$ cat config.mk
export PLATFORM = sky130hd
export DESIGN_NAME = vowel_scanner
export DESIGN_NICKNAME = d
export VERILOG_FILES = /design/src/rtl/vowel_scanner_pkg.sv /design/src/rtl/vowel_scanner_detect.sv /design/src/rtl/vowel_scanner.sv
export SDC_FILE = /design/constraint.sdc
export NUM_CORES = 1
export LEC_CHECK = 0
export CAP_MARGIN = 5
export CELL_PAD_IN_SITES_DETAIL_PLACEMENT = 0
export CELL_PAD_IN_SITES_GLOBAL_PLACEMENT = 2
export CORE_MARGIN = 5
export CORE_UTILIZATION = 30
export DETAILED_ROUTE_END_ITERATION = 10
export DONT_BUFFER_PORTS = 1
export PLACE_DENSITY = 0.68
export SLEW_MARGIN = 5
export SYNTH_ARGS = -nofsm -noshare
export SYNTH_HDL_FRONTEND = slang
export SYNTH_HIERARCHICAL = 1
export SYNTH_SLANG_ARGS = --single-unit
export TNS_END_PERCENT = 30
$ cat constraint.sdc
create_clock -name clock -period 3 [get_ports clock]
set_clock_uncertainty 0.15 [all_clocks]
set_input_delay 0.6 -clock clock [delete_from_list [all_inputs] [get_ports clock]]
set_output_delay 0.6 -clock clock [all_outputs]
set_load 0.02 [all_outputs]
$ cat src/rtl/vowel_scanner_pkg.sv
// rtl/vowel_scanner_pkg.sv - shared constants and FSM encoding for the vowel scanner
// Contents: ASCII vowel codes (lower and upper case), ASCII letter range bounds,
//           and the scanner FSM state type.
package vowel_scanner_pkg;

  localparam logic [7:0] CH_LO_A = 8'h61;
  localparam logic [7:0] CH_LO_E = 8'h65;
  localparam logic [7:0] CH_LO_I = 8'h69;
  localparam logic [7:0] CH_LO_O = 8'h6F;
  localparam logic [7:0] CH_LO_U = 8'h75;

  localparam logic [7:0] CH_UP_A = 8'h41;
  localparam logic [7:0] CH_UP_E = 8'h45;
  localparam logic [7:0] CH_UP_I = 8'h49;
  localparam logic [7:0] CH_UP_O = 8'h4F;
  localparam logic [7:0] CH_UP_U = 8'h55;

  localparam logic [7:0] LETTER_UP_MIN = 8'h41;  // 'A'
  localparam logic [7:0] LETTER_UP_MAX = 8'h5A;  // 'Z'
  localparam logic [7:0] LETTER_LO_MIN = 8'h61;  // 'a'
  localparam logic [7:0] LETTER_LO_MAX = 8'h7A;  // 'z'

  typedef enum logic [1:0] {
    ST_IDLE = 2'd0,
    ST_SCAN = 2'd1,
    ST_FIN  = 2'd2
  } state_e;

endpackage

$ cat src/rtl/vowel_scanner_detect.sv
// rtl/vowel_scanner_detect.sv - combinational character classifier (module vowel_detect)
// Configuration macro: VOWEL_UPPERCASE_EN - when defined, uppercase A/E/I/O/U also count as vowels.
// Ports:
//   data      in  DATA_W : character to classify
//   is_vowel  out 1      : character is a vowel
//   is_letter out 1      : character is an ASCII letter A-Z or a-z
module vowel_detect
  import vowel_scanner_pkg::*;
#(
  parameter int DATA_W = 8
) (
  input  logic [DATA_W-1:0] data,
  output logic              is_vowel,
  output logic              is_letter
);

  logic lo_vowel;
  logic up_vowel;

  always_comb begin
    lo_vowel = (data == DATA_W'(CH_LO_A)) || (data == DATA_W'(CH_LO_E)) ||
               (data == DATA_W'(CH_LO_I)) || (data == DATA_W'(CH_LO_O)) ||
               (data == DATA_W'(CH_LO_U));
    up_vowel = (data == DATA_W'(CH_UP_A)) || (data == DATA_W'(CH_UP_E)) ||
               (data == DATA_W'(CH_UP_I)) || (data == DATA_W'(CH_UP_O)) ||
               (data == DATA_W'(CH_UP_U));
    is_letter = ((data >= DATA_W'(LETTER_UP_MIN)) && (data <= DATA_W'(LETTER_UP_MAX))) ||
                ((data >= DATA_W'(LETTER_LO_MIN)) && (data <= DATA_W'(LETTER_LO_MAX)));
`ifdef VOWEL_UPPERCASE_EN
    is_vowel = lo_vowel || up_vowel;
`else
    is_vowel = lo_vowel;
`endif
  end

endmodule

$ cat src/rtl/vowel_scanner.sv
// rtl/vowel_scanner.sv - scans a password held in a read-only RAM, counting vowels and letters
// Ports:
//   clock        in  1        : clock, rising edge
//   reset        in  1        : asynchronous active-high reset
//   start        in  1        : begin a scan (ignored while busy)
//   length       in  ADDR_W+1 : characters to scan, clamped to 2**ADDR_W
//   ram_addr     out ADDR_W   : RAM read address
//   ram_rdata    in  DATA_W   : combinational RAM read data
//   busy         out 1        : scan in progress (SCAN or FIN)
//   done         out 1        : one-cycle completion pulse
//   vowel_count  out ADDR_W+1 : vowels found in the last scan
//   letter_count out ADDR_W+1 : letters found in the last scan
// Uppercase vowel handling is selected by VOWEL_UPPERCASE_EN inside vowel_detect.
module vowel_scanner
  import vowel_scanner_pkg::*;
#(
  parameter int ADDR_W = 6,
  parameter int DATA_W = 8
) (
  input  logic              clock,
  input  logic              reset,
  input  logic              start,
  input  logic [ADDR_W:0]   length,
  output logic [ADDR_W-1:0] ram_addr,
  input  logic [DATA_W-1:0] ram_rdata,
  output logic              busy,
  output logic              done,
  output logic [ADDR_W:0]   vowel_count,
  output logic [ADDR_W:0]   letter_count
);

  localparam int             CNT_W   = ADDR_W + 1;
  localparam logic [CNT_W-1:0] MAX_LEN = CNT_W'(2 ** ADDR_W);

  state_e              state_q,  state_d;
  logic [CNT_W-1:0]    len_q,    len_d;
  logic [ADDR_W-1:0]   addr_q,   addr_d;
  logic [CNT_W-1:0]    vowel_q,  vowel_d;
  logic [CNT_W-1:0]    letter_q, letter_d;
  logic                done_q,   done_d;

  logic                is_vowel;
  logic                is_letter;
  logic                last_entry;
  logic [CNT_W-1:0]    len_clamped;

  vowel_detect #(.DATA_W(DATA_W)) u_detect (
    .data      (ram_rdata),
    .is_vowel  (is_vowel),
    .is_letter (is_letter)
  );

  // len_q is never 0 while in SCAN, so len_q-1 cannot underflow there.
  assign last_entry  = ({1'b0, addr_q} == (len_q - CNT_W'(1)));
  assign len_clamped = (length > MAX_LEN) ? MAX_LEN : length;

  always_ff @(posedge clock or posedge reset) begin
    if (reset) begin
      state_q  <= ST_IDLE;
      len_q    <= '0;
      addr_q   <= '0;
      vowel_q  <= '0;
      letter_q <= '0;
      done_q   <= 1'b0;
    end else begin
      state_q  <= state_d;
      len_q    <= len_d;
      addr_q   <= addr_d;
      vowel_q  <= vowel_d;
      letter_q <= letter_d;
      done_q   <= done_d;
    end
  end

  always_comb begin
    state_d = state_q;
    case (state_q)
      ST_IDLE: if (start) state_d = (length == '0) ? ST_FIN : ST_SCAN;
      ST_SCAN: if (last_entry) state_d = ST_FIN;
      ST_FIN:  state_d = ST_IDLE;
      default: state_d = ST_IDLE;
    endcase
  end

  // done is registered from FIN so the pulse lands one cycle after FIN,
  // giving the start-to-done latency of N+1 edges.
  always_comb begin
    busy   = (state_q != ST_IDLE);
    done_d = (state_q == ST_FIN);
  end

  always_comb begin
    len_d    = len_q;
    addr_d   = addr_q;
    vowel_d  = vowel_q;
    letter_d = letter_q;
    case (state_q)
      ST_IDLE: begin
        addr_d = '0;
        if (start) begin
          len_d    = len_clamped;
          vowel_d  = '0;
          letter_d = '0;
        end
      end
      ST_SCAN: begin
        if (is_vowel && (vowel_q != MAX_LEN))
          vowel_d = vowel_q + CNT_W'(1);
        if (is_letter && (letter_q != MAX_LEN))
          letter_d = letter_q + CNT_W'(1);
        // Hold on the last entry so the address never wraps past 2**ADDR_W-1.
        if (!last_entry)
          addr_d = addr_q + ADDR_W'(1);
      end
      ST_FIN:  addr_d = '0;
      default: addr_d = '0;
    endcase
  end

  assign ram_addr     = addr_q;
  assign done         = done_q;
  assign vowel_count  = vowel_q;
  assign letter_count = letter_q;

endmodule
# After elaboration in Yosys (flattened, before gate mapping)
# Index checks and enable logic that the tools add are counted.
dict set report classes {
  addsub 4
  n_lt_le_gt_ge 5
  eq_ne 15
  mux 12
  reduce_logical 17
}
# operator n
set op_table {}
lappend op_table {{8-bit by 7-bit == test with 1-bit output, second input constant} 5}
lappend op_table {{7-bit two-way mux} 4}
lappend op_table {{7-bit one-hot mux with 2 select lines} 2}
lappend op_table {{8-bit by 7-bit >= comparator with 1-bit output, second input constant} 2}
lappend op_table {{8-bit by 7-bit <= comparator with 1-bit output, second input constant} 2}
lappend op_table {{7-bit by 1-bit adder with 7-bit output, second input constant} 2}
lappend op_table {{7-bit inequality test, second input constant} 2}
lappend op_table {{6-bit two-way mux} 2}
lappend op_table {{2-bit inequality test, second input constant} 5}
lappend op_table {{6-bit by 7-bit == test with 1-bit output} 1}
lappend op_table {{7-bit greater-than comparator, second input constant} 1}
lappend op_table {{7-bit logical NOT} 1}
lappend op_table {{7-bit by 1-bit subtractor with 7-bit output, second input constant} 1}
lappend op_table {{6-bit by 1-bit adder with 6-bit output, second input constant} 1}
lappend op_table {{2-bit two-way mux} 3}
lappend op_table {{3-bit AND reduction} 2}
lappend op_table {{1-bit logical OR} 5}
lappend op_table {{1-bit logical AND} 4}
lappend op_table {{2-bit one-hot mux with 2 select lines} 1}
lappend op_table {{2-bit AND reduction} 2}
lappend op_table {{2-bit nonzero test} 2}
lappend op_table {{2-bit by 1-bit == test with 1-bit output, second input constant} 1}
lappend op_table {{2-bit == test, second input constant} 1}
lappend op_table {{2-bit logical NOT} 1}
dict set report totals {
  reg_bits 30
  in_bits 18
  output_inout_bits 22
  word_cells 59
}

# Depth between registers and ports, before layout
dict set report logic_depth {
  word_depth 8
  ltp_mapped 9
  depth_no_buf 8
}

# Modules after synthesis
# The synthesis kept the hierarchy.
# mod n_inst cells_per_inst area_per_inst_um2 seq_area_each_um2
set modules_own_cells {}
lappend modules_own_cells {vowel_scanner 1 178 1654.1 750.7}
lappend modules_own_cells {vowel_detect 1 10 67.6 0.0}

# Worst setup path before layout
# No wires, ideal clock.
dict set report synth_path {
  kind {reg2reg}
  startpoint {register addr_q[3], in the netlist ram_addr[3]}
  endpoint {register state_q[0]}
  setup_time_ps 119
  arrival_time_ps 2030
  t_required_ps 2731
  setup_slack_ps 701
  path_stages_with_launch 9
  n_path_buf 2
  synth_period_minus_slack_ps 2299
  cell_sequence {dfrtp_1 > clkbuf_1 > or4_1 > a31oi_1 > o31ai_1 > a2111oi_4 > buf_6 > o22ai_1 > and2_1}
}
dict set report synth_between {
  elab_chain_len 3
}
# element line_no
set synth_rtl {}
lappend synth_rtl {{start, declared} vowel_scanner.sv:37} ;# logic [ADDR_W-1:0] addr_q, addr_d;
lappend synth_rtl {{start signal, assigned} vowel_scanner.sv:68} ;# addr_q <= addr_d;
lappend synth_rtl {{6-bit by 7-bit == test with 1-bit output} vowel_scanner.sv:54} ;# assign last_entry = ({1'b0, addr_q} == (len_q - CNT_W'(1)));
lappend synth_rtl {{2-bit inequality test (no line)} n/a}
lappend synth_rtl {{2-bit AND reduction (no line)} n/a}
lappend synth_rtl {{end signal, assigned} vowel_scanner.sv:66} ;# state_q <= state_d;
lappend synth_rtl {{end, declared} vowel_scanner.sv:35} ;# state_e state_q, state_d;
# No other way between the ends.
# A chain may end at the register's enable or synchronous reset.

# Final worst setup path
dict set report layout_path {
  startpoint {register len_q[2]}
  endpoint {register addr_q[2], in the netlist ram_addr[2]}
}
dict set report layout_between {
  elab_chain_len 3
}
# element line_no
set layout_rtl {}
lappend layout_rtl {{start, declared} vowel_scanner.sv:36} ;# logic [CNT_W-1:0] len_q, len_d;
lappend layout_rtl {{start signal, assigned} vowel_scanner.sv:67} ;# len_q <= len_d;
lappend layout_rtl {{7-bit by 1-bit subtractor with 7-bit output} vowel_scanner.sv:54}
lappend layout_rtl {{6-bit by 7-bit == test with 1-bit output} vowel_scanner.sv:54}
lappend layout_rtl {{2-bit inequality test (no line)} n/a}
# No other way between the ends.

==> run metrics <==
gp weighted congestion=roughly 0.82; final setup fails=0; Peak supply drop=0.369 mV; count leader, synth=dfrtp_1; period utilization=between 80% and 90%; P&R area growth vs syn=10.8%; Post-synth EDFFs=0; core area=5540 sq um; die area=between 7000 and 8000 sq um; RSZ-0062 raised after global routing=no; Fmax=400 MHz; io pins=40; FF+latch count, synth=30; TritonCTS Sinks=30; largest net degree at the start of global routing=31; fraction of layout cells with a size suffix above 1=7.18%; NumNets Final=~220; Worst-Margin Slew=0.602 ns; final core utilization=34.4%; Die Ht=about 86 microns; clock buffer count from CTS=5; Hold-fix buffers, CTS=0; clk_lat worst skew=between 0.2 and 0.3 ns; worst hold-check path type=in2async; worst reg2reg path depth=7; GRT Total Usage=~11%; DRC viols=0; status=finished clean; initial antenna violation count=0; Ys Warns=6; CTS root buf=clkbuf_8; initial drt markers=between 70 and 80; Synth Cell Area=between 1500 and 2000 sq um; DRT antenna net count=0; H-tree depth=2; synth top area cells=dfrtp_1 44%, xor2_1 6.1%, nor2_1 5.0%; Fin Setup TNS=0 ns; Post-synth top flop=dfrtp_1; first-pass GRT wire length=approximately 6700 microns; Crit. End Element=flop; Leak Pwr=~0.85 nW; Slew Limit Fails=0; DRT Wirelength=4000 microns; fillcell total=590; Final min period=about 2.5 ns; total setup buffers inserted after CTS=0; Final Cell Area=between 1500 and 2000 sq um; clock-pin transition on the worst setup and hold timing paths=around 0.06 ns; syn avg cell area=9.16 sq um; CTS-repair resized insts=0; GR Overflow Total=0; First-pass DRT Iterations=4; n_diodes=0; cell count after synthesis=approximately 190; top cells by count, synth=30 x dfrtp_1, 23 x nor2_1, 21 x nand2_1, 12 x xor2_1, 11 x inv_1; register area share after synthesis=43.6%; post-place instance area=approximately 1800 sq um; Cell Rows=27; dpl hpwl=slightly above 3000 microns; initial core utilization=approximately 31%; Req. time, crit path=roughly 3.0 ns; vias in the first global route=~1400; critical path data arrival time=2.50 ns; Final Hold Violating Endpoints=0; I/O Buffers=0; Slew HR=59.7%; CP max FO=8; Synth top area share=approximately 44%; power density over the cells=901 nW/um^2; Max Cap Violations=0; Via Count=about 1400; Die X=85.8 microns; CTS tree=built; Avg WL per Cell=15.0 microns; WS Path Type=reg2reg; cell taking the most area after synthesis=dfrtp_1; CTS Buffer Depth=2; via density per instance=5.08; Cell variety after synth=40; net count after synthesis=about 210; FFs w/ async S/R, synth=between 90% and 100%; Critical Path Source Type=flop
[critical path: stages, from the launching register on]
cell and delay [ns]:
dfrtp_1 0.46, or4_1 0.56, a31oi_1 0.19, o31ai_1 0.14, a2111oi_4 0.48, buf_4 0.23, or3_1 0.11, a21oi_1 0.06
[cell families (layout without fill, tap and decap cells)]
| family | after synthesis | in the layout | share of synthesized area (%) |
|---|---|---|---|
| buffers and inverters | 16 | 23 | 3.92 |
| flip-flops | 30 | 30 | 43.6 |
| multiplexers | 1 | 1 | 0.581 |
| AO/OA/AOI/OAI | 33 | 33 | 13.8 |
| AND/OR/NAND/NOR | 84 | 84 | 24.6 |
| adder cells (fa/ha/maj) | 6 | 6 | 4.36 |
| XOR/XNOR | 18 | 18 | 9.16 |
[power by group]
part / leakage, nW / internal (mW) / switching (mW) / total [mW]
registers: 0.400 / 0.518 / 0.243 / 0.760
clock network: 0.0482 / 0.185 / 0.139 / 0.323
logic: 0.397 / 0.266 / 0.369 / 0.635
[path summary, 6_finish.rpt]
kind / from / to / slack (ns)
setup / recovery: len_q[2] / ram_addr[2] / 0.50
hold / removal: reset / ram_addr[2] / 0.14
setup reg to reg: len_q[2] / ram_addr[2] / 0.50
hold reg to reg: state_q[1] / state_q[1] / 0.36
max in group asynchronous: reset / letter_count[3] / 2.27
min in group clock: length[6] / len_q[6] / 0.29
[cell usage in the layout (no fill, tap or decap), drive strengths merged]
cell type	Yosys	routed
nand4bb	1	1
nor4b	1	1
nor3	2	2
nor4	1	1
nand4	5	5
o21ai	9	9
a221oi	1	1
nor3b	1	1
nor2b	2	2
o311ai	2	2
ha	6	6
xor2	12	12
nor2	23	23
a31oi	3	3
clkinv	0	1
a21oi	6	6
or2	1	1
o211ai	1	1
a41oi	1	1
nand3b	6	6
nand3	8	8
dfrtp	30	30
o31ai	3	3
and2	2	2
a22oi	1	1
o2111a	1	1
and3	3	3
or3	4	4
o22ai	1	1
or4	3	3
o2111ai	1	1
clkbuf	4	7
a2111oi	1	1
buf	1	4
o21ba	1	1
nand2	21	21
xnor2	6	6
inv	11	11
mux2i	1	1
a21o	1	1
[state kept, by name, indices dropped and copies added, names as in the netlist]
| signal | count |
|---|---|
| ram_addr | 6 |
| len_q | 7 |
| vowel_count | 7 |
| letter_count | 7 |
| done | 1 |
| state_q | 2 |
[stage by stage]
| stage | hold slack (ns) | cells | total power [mW] | setup WS, ns |
|---|---|---|---|---|
| 2_1_floorplan | 0.317 | 188 | 1.24 | 0.701 |
| 3_3_place_gp | 0.353 | 259 | 1.38 | 0.419 |
| 3_5_place_dp | 0.355 | 259 | 1.41 | 0.427 |
| 4_1_cts | 0.148 | 267 | 1.75 | 0.503 |
| 5_1_grt | 0.183 | 267 | 1.87 | 0.334 |
| 6_report | 0.143 | 267 | 1.72 | 0.502 |
[per-layer routing]
layer	vias up	GRT usage (%)	wire length, microns
met5	-	0	0
met4	0	4.60	13
met3	2	4.42	283
met2	26	18.0	1970
met1	653	13.8	1730
li1	675	-	-
[cell type report]
class	count	area, sq um	share of cell area [%]
sequential	30	751	39.4
clock buffer	7	86.3	4.53
clock inverter	1	5.00	0.262
inverter	11	41.3	2.17
tap	72	90.1	4.72
multi-input combinational	142	903	47.4
timing repair buffer	4	30.0	1.57
Note: power is estimated with default switching activity, not from simulation.
